$ cat src/rtl/alu_result_writeback_pkg.sv
// Shared ALU/MEM result-path definitions: widths, the queued writeback entry
// layout and the status-flag bit positions.
package alu_result_writeback_pkg;

   localparam int DATA_W = 16;
   localparam int REG_AW = 3;

   localparam int FLAG_Z = 0;
   localparam int FLAG_N = 1;

   typedef struct packed {
      logic              wb;
      logic              flag_en;
      logic [REG_AW-1:0] dest;
      logic [DATA_W-1:0] data;
   } wb_entry_t;

   function automatic logic [1:0] calc_flags(input logic [DATA_W-1:0] d);
      logic [1:0] f;
      f         = '0;
      f[FLAG_Z] = (d == '0);
      f[FLAG_N] = d[DATA_W-1];
      return f;
   endfunction

endpackage

$ cat src/rtl/alu_result_writeback_wb_queue.sv
// Small in-order circular FIFO of pending writeback entries. The storage array
// and read pointer are exposed so the owner can scan pending results by age.
module alu_result_writeback_wb_queue
   import alu_result_writeback_pkg::*;
#(
   parameter  int DEPTH = 2,
   localparam int PTR_W = $clog2(DEPTH),
   localparam int CNT_W = PTR_W + 1
) (
   input  logic                        clk,
   input  logic                        reset,
   input  logic                        push_i,
   input  logic                        pop_i,
   input  logic                        clear_i,
   input  wb_entry_t                   entry_i,
   output wb_entry_t                   head_o,
   output logic      [CNT_W-1:0]       count_o,
   output logic      [PTR_W-1:0]       rd_ptr_o,
   output wb_entry_t [DEPTH-1:0]       entries_o
);

   localparam logic [CNT_W-1:0] FULL_CNT = CNT_W'(DEPTH);

   wb_entry_t [DEPTH-1:0] mem_q;
   logic [PTR_W-1:0]      wr_ptr_q, wr_ptr_d;
   logic [PTR_W-1:0]      rd_ptr_q, rd_ptr_d;
   logic [CNT_W-1:0]      count_q, count_d;

   always_comb begin
      wr_ptr_d = wr_ptr_q;
      rd_ptr_d = rd_ptr_q;
      count_d  = count_q;
      if (clear_i) begin
         wr_ptr_d = '0;
         rd_ptr_d = '0;
         count_d  = '0;
      end else begin
         // DEPTH is a power of two, so pointer wrap is plain truncation
         if (push_i) wr_ptr_d = wr_ptr_q + 1'b1;
         if (pop_i)  rd_ptr_d = rd_ptr_q + 1'b1;
         case ({push_i, pop_i})
            2'b10:   count_d = count_q + 1'b1;
            2'b01:   count_d = count_q - 1'b1;
            default: count_d = count_q;
         endcase
      end
   end

   always_ff @(posedge clk) begin
      if (reset) begin
         wr_ptr_q <= '0;
         rd_ptr_q <= '0;
         count_q  <= '0;
      end else begin
         wr_ptr_q <= wr_ptr_d;
         rd_ptr_q <= rd_ptr_d;
         count_q  <= count_d;
         if (push_i && !clear_i) mem_q[wr_ptr_q] <= entry_i;
      end
   end

   always_ff @(posedge clk) begin
      if (!reset && !clear_i) begin
         assert (!(push_i && count_q == FULL_CNT));
         assert (!(pop_i && count_q == '0));
         assert (count_q <= FULL_CNT);
      end
   end

   assign head_o    = mem_q[rd_ptr_q];
   assign count_o   = count_q;
   assign rd_ptr_o  = rd_ptr_q;
   assign entries_o = mem_q;

endmodule

$ cat src/rtl/alu_result_writeback.sv
// Writeback end of the ALU result path: queues execute results, retires one per
// cycle into the register-file port, tracks Z/N flags and forwards pending data.
module alu_result_writeback
   import alu_result_writeback_pkg::*;
#(
   parameter  int DEPTH = 2,
   localparam int PTR_W = $clog2(DEPTH),
   localparam int CNT_W = PTR_W + 1
) (
   input  logic              clk,
   input  logic              reset,
   input  logic              res_valid,
   output logic              res_ready,
   input  logic [DATA_W-1:0] res_data,
   input  logic [REG_AW-1:0] res_dest,
   input  logic              res_wb,
   input  logic              res_flag_en,
   input  logic              flush,
   input  logic              rf_hold,
   output logic              rf_we,
   output logic [REG_AW-1:0] rf_waddr,
   output logic [DATA_W-1:0] rf_wdata,
   output logic              zero_flag,
   output logic              neg_flag,
   input  logic [REG_AW-1:0] fwd_qaddr,
   output logic              fwd_hit,
   output logic [DATA_W-1:0] fwd_data,
   output logic [CNT_W-1:0]  q_count
);

   localparam logic [CNT_W-1:0] FULL_CNT = CNT_W'(DEPTH);

   wb_entry_t             entry_in;
   wb_entry_t             head;
   wb_entry_t [DEPTH-1:0] entries;
   logic [PTR_W-1:0]      rd_ptr;
   logic                  push, pop;

   logic                  rf_we_q;
   logic [REG_AW-1:0]     rf_waddr_q;
   logic [DATA_W-1:0]     rf_wdata_q;
   logic [1:0]            flags_q;

   assign res_ready = (q_count != FULL_CNT);
   assign push      = res_valid && res_ready && !flush;
   assign pop       = (q_count != '0) && !rf_hold && !flush;

   assign entry_in.wb      = res_wb;
   assign entry_in.flag_en = res_flag_en;
   assign entry_in.dest    = res_dest;
   assign entry_in.data    = res_data;

   alu_result_writeback_wb_queue #(.DEPTH(DEPTH)) u_wb_queue (
      .clk       (clk),
      .reset     (reset),
      .push_i    (push),
      .pop_i     (pop),
      .clear_i   (flush),
      .entry_i   (entry_in),
      .head_o    (head),
      .count_o   (q_count),
      .rd_ptr_o  (rd_ptr),
      .entries_o (entries)
   );

   always_ff @(posedge clk) begin
      if (reset) begin
         rf_we_q    <= 1'b0;
         rf_waddr_q <= '0;
         rf_wdata_q <= '0;
         flags_q    <= '0;
      end else if (pop) begin
         rf_we_q    <= head.wb;
         rf_waddr_q <= head.dest;
         rf_wdata_q <= head.data;
         if (head.flag_en) flags_q <= calc_flags(head.data);
      end else begin
         rf_we_q <= 1'b0;
      end
   end

   assign rf_we     = rf_we_q;
   assign rf_waddr  = rf_waddr_q;
   assign rf_wdata  = rf_wdata_q;
   assign zero_flag = flags_q[FLAG_Z];
   assign neg_flag  = flags_q[FLAG_N];

   // Scan oldest to youngest so the last match seen is the youngest; the rf
   // output register counts as the oldest pending result.
   logic [PTR_W-1:0] idx;
   always_comb begin
      fwd_hit  = 1'b0;
      fwd_data = '0;
      idx      = '0;
      if (rf_we_q && rf_waddr_q == fwd_qaddr) begin
         fwd_hit  = 1'b1;
         fwd_data = rf_wdata_q;
      end
      for (int k = 0; k < DEPTH; k++) begin
         idx = rd_ptr + PTR_W'(k);
         if (CNT_W'(k) < q_count && entries[idx].wb && entries[idx].dest == fwd_qaddr) begin
            fwd_hit  = 1'b1;
            fwd_data = entries[idx].data;
         end
      end
   end

endmodule

$ cat config.mk
export PLATFORM = sky130hd
export DESIGN_NAME = alu_result_writeback
export DESIGN_NICKNAME = d
export VERILOG_FILES = /design/src/rtl/alu_result_writeback_pkg.sv /design/src/rtl/alu_result_writeback_wb_queue.sv /design/src/rtl/alu_result_writeback.sv
export SDC_FILE = /design/constraint.sdc
export NUM_CORES = 1
export LEC_CHECK = 0
export BUFFER_PORTS_ARGS = -buffer_cell sky130_fd_sc_hd__buf_2
export CELL_PAD_IN_SITES_DETAIL_PLACEMENT = 2
export CELL_PAD_IN_SITES_GLOBAL_PLACEMENT = 2
export CORE_MARGIN = 3
export CORE_UTILIZATION = 32
export DETAILED_ROUTE_END_ITERATION = 8
export PLACE_DENSITY = 0.8
export SLEW_MARGIN = 10
export SYNTH_ARGS = -nofsm -noshare
export SYNTH_HDL_FRONTEND = slang
export SYNTH_SLANG_ARGS = --single-unit
$ cat constraint.sdc
create_clock -name clk -period 2.27 [get_ports clk]
set_clock_uncertainty 0.1 [all_clocks]
set_input_delay 0.454 -clock clk [delete_from_list [all_inputs] [get_ports clk]]
set_output_delay 0.454 -clock clk [all_outputs]
set_load 0.05 [all_outputs]
=== Word-level counts from Yosys, hierarchy flattened ===
Cells that the tools add are included.

* Register bits after elaboration: 68
* Input bits: 29

* Multiplexer cells: 14
* Bitwise logic cells: 2
* $add $sub $neg: 4
* Reduce and logical (&&, ||, !) cells: 20
* $lt $le $gt $ge: 6
* Equal/unequal tests: 6

{| class="wikitable"
|+ Operators with widths
! operator !! count
|-
| $mux W21 || 5
|-
| $mux W16 || 3
|-
| $bwmux W42 || 1
|-
| $demux W21 S1 || 1
|-
| $logic_not A16 Y1 || 1
|-
| $logic_and A1 B1 Y1 || 11
|-
| $eq A3 B3 Y1 || 3
|-
| $lt A1 B2 Y1 const B || 3
|-
| $lt A1 B2 Y1 const A || 2
|-
| $pmux W2 S2 || 1
|-
| $reduce_and A2 Y1 || 2
|-
| $reduce_bool A2 Y1 || 2
|-
| $reduce_or A2 Y1 || 2
|-
| $mux W1 || 3
|-
| $add A1 B1 Y1 const B || 2
|-
| $add A2 B1 Y2 const B || 1
|-
| $eq A2 B1 Y1 const B || 1
|-
| $eq A2 B2 Y1 const B || 1
|-
| $logic_not A1 Y1 || 2
|-
| $ne A2 B2 Y1 const B || 1
|-
| $not A1 Y1 || 2
|-
| $sub A2 B1 Y2 const B || 1
|-
| $ge A1 B1 Y1 const B || 1
|}

=== Logic depth before layout (Yosys ltp) ===
* Depth after elaboration: 6
* Gate-level depth with buffers: 10

=== By module ===
Synthesis repeated with hierarchy kept, for this count alone.

* Cells, all modules: 284
* Area, all modules: 3355.7 um^2

{| class="wikitable"
|+ Modules (own cells, without submodules)
! module !! seq. area each (um^2) !! area each (um^2) !! instances !! cells an instance
|-
| alu_result_writeback_wb_queue || 1341.3 || 1691.6 || 1 || 84
|-
| alu_result_writeback || 440.4 || 1664.1 || 1 || 200
|}

=== Worst setup path before layout ===
Ideal clock, no wire load.

* Kind: register to output
* Start: register u_wb_queue.count_q[1], in the netlist u_wb_queue.count_o[1]
* End: output fwd_data[2]
* Buffers on the path: 1
* Arrival time: 2.795 ns
* Slack: -1.079 ns
* Cell stages (with the launch flop): 8
* Path through: dfxtp_1 -> inv_1 -> ha_1 -> or3_4 -> nor4_4 -> buf_6 -> a221oi_1 -> a21oi_1

* Longest elaborated chain between the ends: 5
* Elaborated cells on any way between the ends: 8
* Classes of those cells: order compare: 2; mux: 2; reduce/logical: 4

{| class="wikitable"
|+ Ends and longest elaborated chain
! item !! line !! source
|-
| from (decl) || alu_result_writeback_wb_queue.sv:27 || <nowiki>logic [CNT_W-1:0] count_q, count_d;</nowiki>
|-
| from (signal assigned) || alu_result_writeback_wb_queue.sv:57 || <nowiki>count_q <= count_d;</nowiki>
|-
| $lt A1 B2 Y1 || alu_result_writeback.sv:101 || <nowiki>if (CNT_W'(k) < q_count && entries[idx].wb && entries[idx].dest == fwd_qaddr) begin</nowiki>
|-
| $logic_and A1 B1 Y1 (2 in series) || alu_result_writeback.sv:101 ||
|-
| $mux W16 || alu_result_writeback.sv:101 ||
|-
| $mux W16 (*) || alu_result_writeback.sv:101 ||
|-
| to (decl) || alu_result_writeback.sv:27 || <nowiki>output logic [DATA_W-1:0] fwd_data,</nowiki>
|}

Every way passes the cells marked *; elsewhere a longest branch is shown, timed or not.

=== Worst setup path in the final report ===
* Start: register u_wb_queue.rd_ptr_q, in the netlist u_wb_queue.rd_ptr_o
* End: output fwd_data[15]

* Longest elaborated chain between the ends: 6
* Elaborated cells on any way between the ends: 13
* Classes of those cells: add/sub: 1; eq/ne: 2; mux: 6; reduce/logical: 4

{| class="wikitable"
|+ Ends and longest elaborated chain
! item !! line !! source
|-
| from (decl) || alu_result_writeback_wb_queue.sv:26 || <nowiki>logic [PTR_W-1:0] rd_ptr_q, rd_ptr_d;</nowiki>
|-
| from (signal assigned) || alu_result_writeback_wb_queue.sv:56 || <nowiki>rd_ptr_q <= rd_ptr_d;</nowiki>
|-
| $add A1 B1 Y1 / $mux W21 (equally long branches) || alu_result_writeback.sv:100, alu_result_writeback.sv:103 ||
|-
| $mux W21 (on tied branches) || alu_result_writeback.sv:103, alu_result_writeback.sv:101 ||
|-
| $mux W21 (not written as such), or another cell as far along || alu_result_writeback.sv:103 || <nowiki>fwd_data = entries[idx].data;</nowiki>
|-
| $eq A3 B3 Y1 / $logic_and A1 B1 Y1 (equally long branches) || alu_result_writeback.sv:101 ||
|-
| $logic_and A1 B1 Y1 / $mux W16 (equally long branches) || alu_result_writeback.sv:101 ||
|-
| $mux W16 (*) || alu_result_writeback.sv:101 ||
|}

Every way passes the cells marked *; elsewhere a longest branch is shown, timed or not. The select of a mux whose other input is x is not followed.

==> results.tsv <==
stage	metric	value	unit
timing	final hold violation count	0	
die	width of the die	107.6	um
drt	number of vias per cell after detailed routing	5.286	
placed_design	quantity of I/O buffers inserted on ports	70	
synth	largest family of logic cells by synthesized area	multiplexers	
critical_path	critical path arrival	2470	ps
timing	period utilisation layout	133.3	%
timing	number of slew-limit violations in the final report	0	
critical_path	depth of the most critical reg-to-reg path	9	
synth	count of synthesis-stage warnings from yosys	0	
grt	wire length of the first global-routing pass	19880	um
finish	filler-free cell count of the finished design	528	
grt	largest net degree at the start of global routing	27	
critical_path	startpoint of the worst register-to-register path	u_wb_queue.rd_ptr_o$_SDFFE_PP0P_	
critical_path	Crit path buffers/inverters	3	
finish	area of all placed cells without fillers	0.005145	mm^2
drt	number of nets with antenna violations after routing	0	
pwr	sequential fraction of design power	45.8	%
drt	number of detailed-route iterations in the first pass	4	
synth	proportion of synthesized area in mux cells	13.64	%
die	die area	0.01157	mm^2
die	number of standard-cell rows in the floorplan	36	
cts	clock slew at the register clock pins of the worst setup and hold paths	80	ps
drt	violation count after the first detailed-route iteration	78	
pwr	static power due to leakage	1.813	nW
die	Ports	71	
critical_path	crit path launch	u_wb_queue.rd_ptr_o$_SDFFE_PP0P_	
placed_design	final weighted congestion in routability-driven placement	0.7486	
cts	TritonCTS clock tree	done	
placed_design	pre-CTS setup slack	-410.3	ps
critical_path	worst-path maximum fanout	7	
placed_design	area post-placement	0.004352	mm^2
critical_path	flop2flop setup slack	110	ps
pwr	combinational cell fraction of total power	11.4	%
cts	CTS root buf	sky130_fd_sc_hd__clkbuf_8	
timing	RSZ-0062 raised after global routing	true	
pwr	clock network fraction of total power	42.8	%
synth	area fraction of the dominant cell type after synthesis	38.20	%
pwr	power density over the cells	582.9	mW/mm^2
synth	adder and majority gate portion of the synthesized area	1.516	%
synth	most common flop cell mapped by yosys	sky130_fd_sc_hd__edfxtp_1	
critical_path	Critical Path Start Type	flip-flop	
timing	clock period minus worst slack	3025	ps
synth	share of flip-flops with an asynchronous set or reset after synthesis	0	%
synth	post-synthesis instance area	0.003302	mm^2
synth	cell type with the largest total area after synthesis	sky130_fd_sc_hd__edfxtp_1	
critical_path	worst-path cell with the longest stage delay	sky130_fd_sc_hd__dfxtp_4	
cts	maximum root-to-sink buffer count	2	
die	Placeable Area	0.009910	mm^2
grt	initial antenna violation count	0	
timing	headroom to the max-slew limit	76.32	%
pwr	internal power consumption	2.227	mW
drt	DRC violations left	0	
finish	count of antenna diodes in the layout	0	
synth	synthesized area divided by synthesized cell count	12.01	um^2
cts	Inserted Clock Buffers	9	
critical_path	Worst path top cell family by delay	compound AO/OA/AOI/OAI gates	
cts	H-tree level count	3	
finish	area occupied by multi-input gates	0.001873	mm^2
pwr	maximum vdd drop	0.0003557	V
timing	highest clock rate	330.5	MHz
synth	Mapped Nets	308	
min_path	startpoint of the most critical hold path	res_data[4]	
synth	number of synthesized flops with an enable pin	42	
pwr	switching power of the nets	772.2	uW
status	violated checks	negative setup slack	
cts	Worst-Skew Late Latency	360	ps
synth	number of distinct library cells after synthesis	33	
finish	Area Growth Syn to Fin	55.82	%
timing	Final Hold Slack	185.7	ps
synth	most frequent cells after synthesis	sky130_fd_sc_hd__nor2_1, sky130_fd_sc_hd__edfxtp_1, sky130_fd_sc_hd__mux2i_1, sky130_fd_sc_hd__dfxtp_1, sky130_fd_sc_hd__nor3_1	
grt	global-route usage over all layers	23.57	%
synth	simple-gate area share of the yosys netlist	12.47	%
synth	share of the synthesized area in compound gates (AO/OA/AOI/OAI)	11.56	%
critical_path	startpoint-to-endpoint class of the critical path	reg2out	
drt	final routed wire length divided by cell count	25.32	um
finish	number of nets in the layout	423	
pwr	switching share of power	25.75	%
synth	share of synthesized area occupied by flip-flops and latches	53.96	%
synth	number of register bits inferred by synthesis	68	
critical_path	type of destination of the critical path	output port	
cts	clk sink count	68	
timing	final count of negative-setup-slack endpoints	17	
timing	Worst-Margin Slew	345.4	ps
synth	synthesized instance count	275	
timing	PnR worst setup slack	-755.4	ps
drt	routed wire length	13370	um
finish	Sequential cell area	0.001798	mm^2
placed_design	placed instance count	502	
critical_path	r2r endpoint	flags_q[0]$_SDFFE_PP0P_	
die	DIE HEIGHT	107.6	um
min_path	kind of path behind the tightest hold check	in2reg	
flow_run	count of max-cap constraint violations	0	
synth	leading cell type by number of instances after synthesis	sky130_fd_sc_hd__nor2_1	
status	outcome	finished with violations	
critical_path	required time worst endpoint	1720	ps
min_path	number of stages on the worst hold path	1	
grt	overflow left after global routing	0	
placed_design	post-DP HPWL	7729	um
critical_path	delay of the slowest critical-path stage	410	ps
grt	number of global-route vias before repair	3200	
critical_path	critical path, cell by cell	buf_12 -> mux2i_4 -> xor2_2 -> a41oi_4 -> buf_8 -> a221oi_2 -> a21oi_2 -> buf_4	
drt	count of vias placed by the detailed router	2791	
synth	fraction of synthesized cell area in xor and xnor cells	3.448	%
finish	share of post-route cells with drive strength above 1	54.18	%
die	starting density of the core	33.32	%
finish	share of the core filled with cells in the final layout	51.92	%
finish	layout filler cell count	966	
synth	cell types with the largest area share after synthesis	sky130_fd_sc_hd__edfxtp_1, sky130_fd_sc_hd__dfxtp_1, sky130_fd_sc_hd__mux2i_1, sky130_fd_sc_hd__mux2_2, sky130_fd_sc_hd__nor2_1	
min_path	Hold Path End	u_wb_queue.entries_o[25]$_DFFE_PP_	
[cells by family (layout without fill, tap and decap cells)]
| logic type | count (synthesis) | after routing |
|---|---|---|
| DFF | 68 | 68 |
| xor gates and xnor gates | 13 | 13 |
| and+or+nand+nor | 86 | 86 |
| muxes | 43 | 43 |
| adders and majority gates | 4 | 4 |
| AOI/OAI and AO/OA | 39 | 39 |
| buffers and inverters | 22 | 142 |
[worst max path at each step]
stage	endpoint	slack [ps]	cells after the start
2_1_floorplan	fwd_data[12]	-220	7
3_3_place_gp	fwd_data[7]	-270	8
3_5_place_dp	fwd_data[7]	-410	7
4_1_cts	fwd_data[9]	-630	8
5_1_grt	fwd_data[15]	-860	8
6_report	fwd_data[15]	-760	8
[cells in the final DEF, fill, tap and decap left out, types with 2 or more instances in the layout]
master	count
sky130_fd_sc_hd__ha_1	3
sky130_fd_sc_hd__buf_12	11
sky130_fd_sc_hd__nor4_4	2
sky130_fd_sc_hd__a2111oi_2	2
sky130_fd_sc_hd__edfxtp_1	42
sky130_fd_sc_hd__mux2i_4	4
sky130_fd_sc_hd__nor4_1	2
sky130_fd_sc_hd__or3_4	2
sky130_fd_sc_hd__mux2i_1	23
sky130_fd_sc_hd__a21oi_2	3
sky130_fd_sc_hd__a21oi_4	13
sky130_fd_sc_hd__nor3_1	23
sky130_fd_sc_hd__a211oi_1	3
sky130_fd_sc_hd__bufinv_16	3
sky130_fd_sc_hd__a221oi_4	14
sky130_fd_sc_hd__xor2_1	2
sky130_fd_sc_hd__buf_8	2
sky130_fd_sc_hd__mux2_2	16
sky130_fd_sc_hd__clkbuf_8	10
sky130_fd_sc_hd__a221oi_2	2
sky130_fd_sc_hd__xor2_2	3
sky130_fd_sc_hd__buf_4	36
sky130_fd_sc_hd__nor2_1	46
sky130_fd_sc_hd__dfxtp_2	4
sky130_fd_sc_hd__dfxtp_1	19
sky130_fd_sc_hd__nand4_1	3
sky130_fd_sc_hd__dfxtp_4	3
sky130_fd_sc_hd__buf_6	18
sky130_fd_sc_hd__xnor2_1	8
sky130_fd_sc_hd__buf_2	53
sky130_fd_sc_hd__inv_1	2
[flip-flops by register name, summed over array words and instances (netlist names)]
signal	count
u_wb_queue.entries_o	42
rf_wdata	16
rf_waddr	3
flags_q	2
u_wb_queue.count_o	2
rf_we	1
u_wb_queue.rd_ptr_o	1
u_wb_queue.wr_ptr_q	1
[timing repair]
| item | in CTS | in global routing |
|---|---|---|
| cloned | 1 | 1 |
| pin swaps | 9 | 15 |
| resized for setup | 68 | 15 |
| hold buffers | 0 | 0 |
| endpoints found under the setup margin | 18 | 28 |
| buffers inserted | 6 | 2 |
[layer usage]
layer	vias up	track usage, %	part of all wire [%]
li1	1260	-	-
met1	1414	27.48	38
met2	90	42.98	55
met3	27	4.679	4.7
met4	0	7.755	2.2
met5	-	0	0
[power by group through the flow]
stage / Combinational (mW) / Sequential [mW] / Clock [mW]
final: 0.342 / 1.37 / 1.28
after global placement: 0.282 / 1.39 / 0
after CTS: 0.323 / 1.37 / 1.28
after detailed placement: 0.296 / 1.40 / 0
after floorplan: 0.136 / 1.44 / 0
after global routing: 0.363 / 1.38 / 1.35
[cell type report]
| cell class | count | share of cell area (%) |
|---|---|---|
| clock inverter | 6 | 2.164 |
| multi-input combinational | 185 | 36.41 |
| tap | 133 | 3.234 |
| inverter | 4 | 0.3405 |
| timing repair buffer | 122 | 20.23 |
| sequential | 68 | 34.95 |
| clock buffer | 10 | 2.675 |
[per-stage QoR]
| stage | TNS [ps] | power, mW |
|---|---|---|
| 6_report | -11650 | 2.999 |
| 5_1_grt | -12990 | 3.092 |
| 4_1_cts | -10130 | 2.974 |
| 3_5_place_dp | -6299 | 1.692 |
| 3_3_place_gp | -4117 | 1.675 |
| 2_1_floorplan | -3441 | 1.572 |
[worst register-to-register path, cell delays in order, from the launching register on]
cell and delay, ps:
sky130_fd_sc_hd__dfxtp_4 410, sky130_fd_sc_hd__buf_12 130, sky130_fd_sc_hd__buf_4 140, sky130_fd_sc_hd__buf_12 170, sky130_fd_sc_hd__mux2_2 390, sky130_fd_sc_hd__buf_4 170
sky130_fd_sc_hd__a2111oi_2 290, sky130_fd_sc_hd__buf_4 170, sky130_fd_sc_hd__mux2i_1 60, sky130_fd_sc_hd__nor2_1 90
Note: power is estimated with default switching activity, not from simulation.
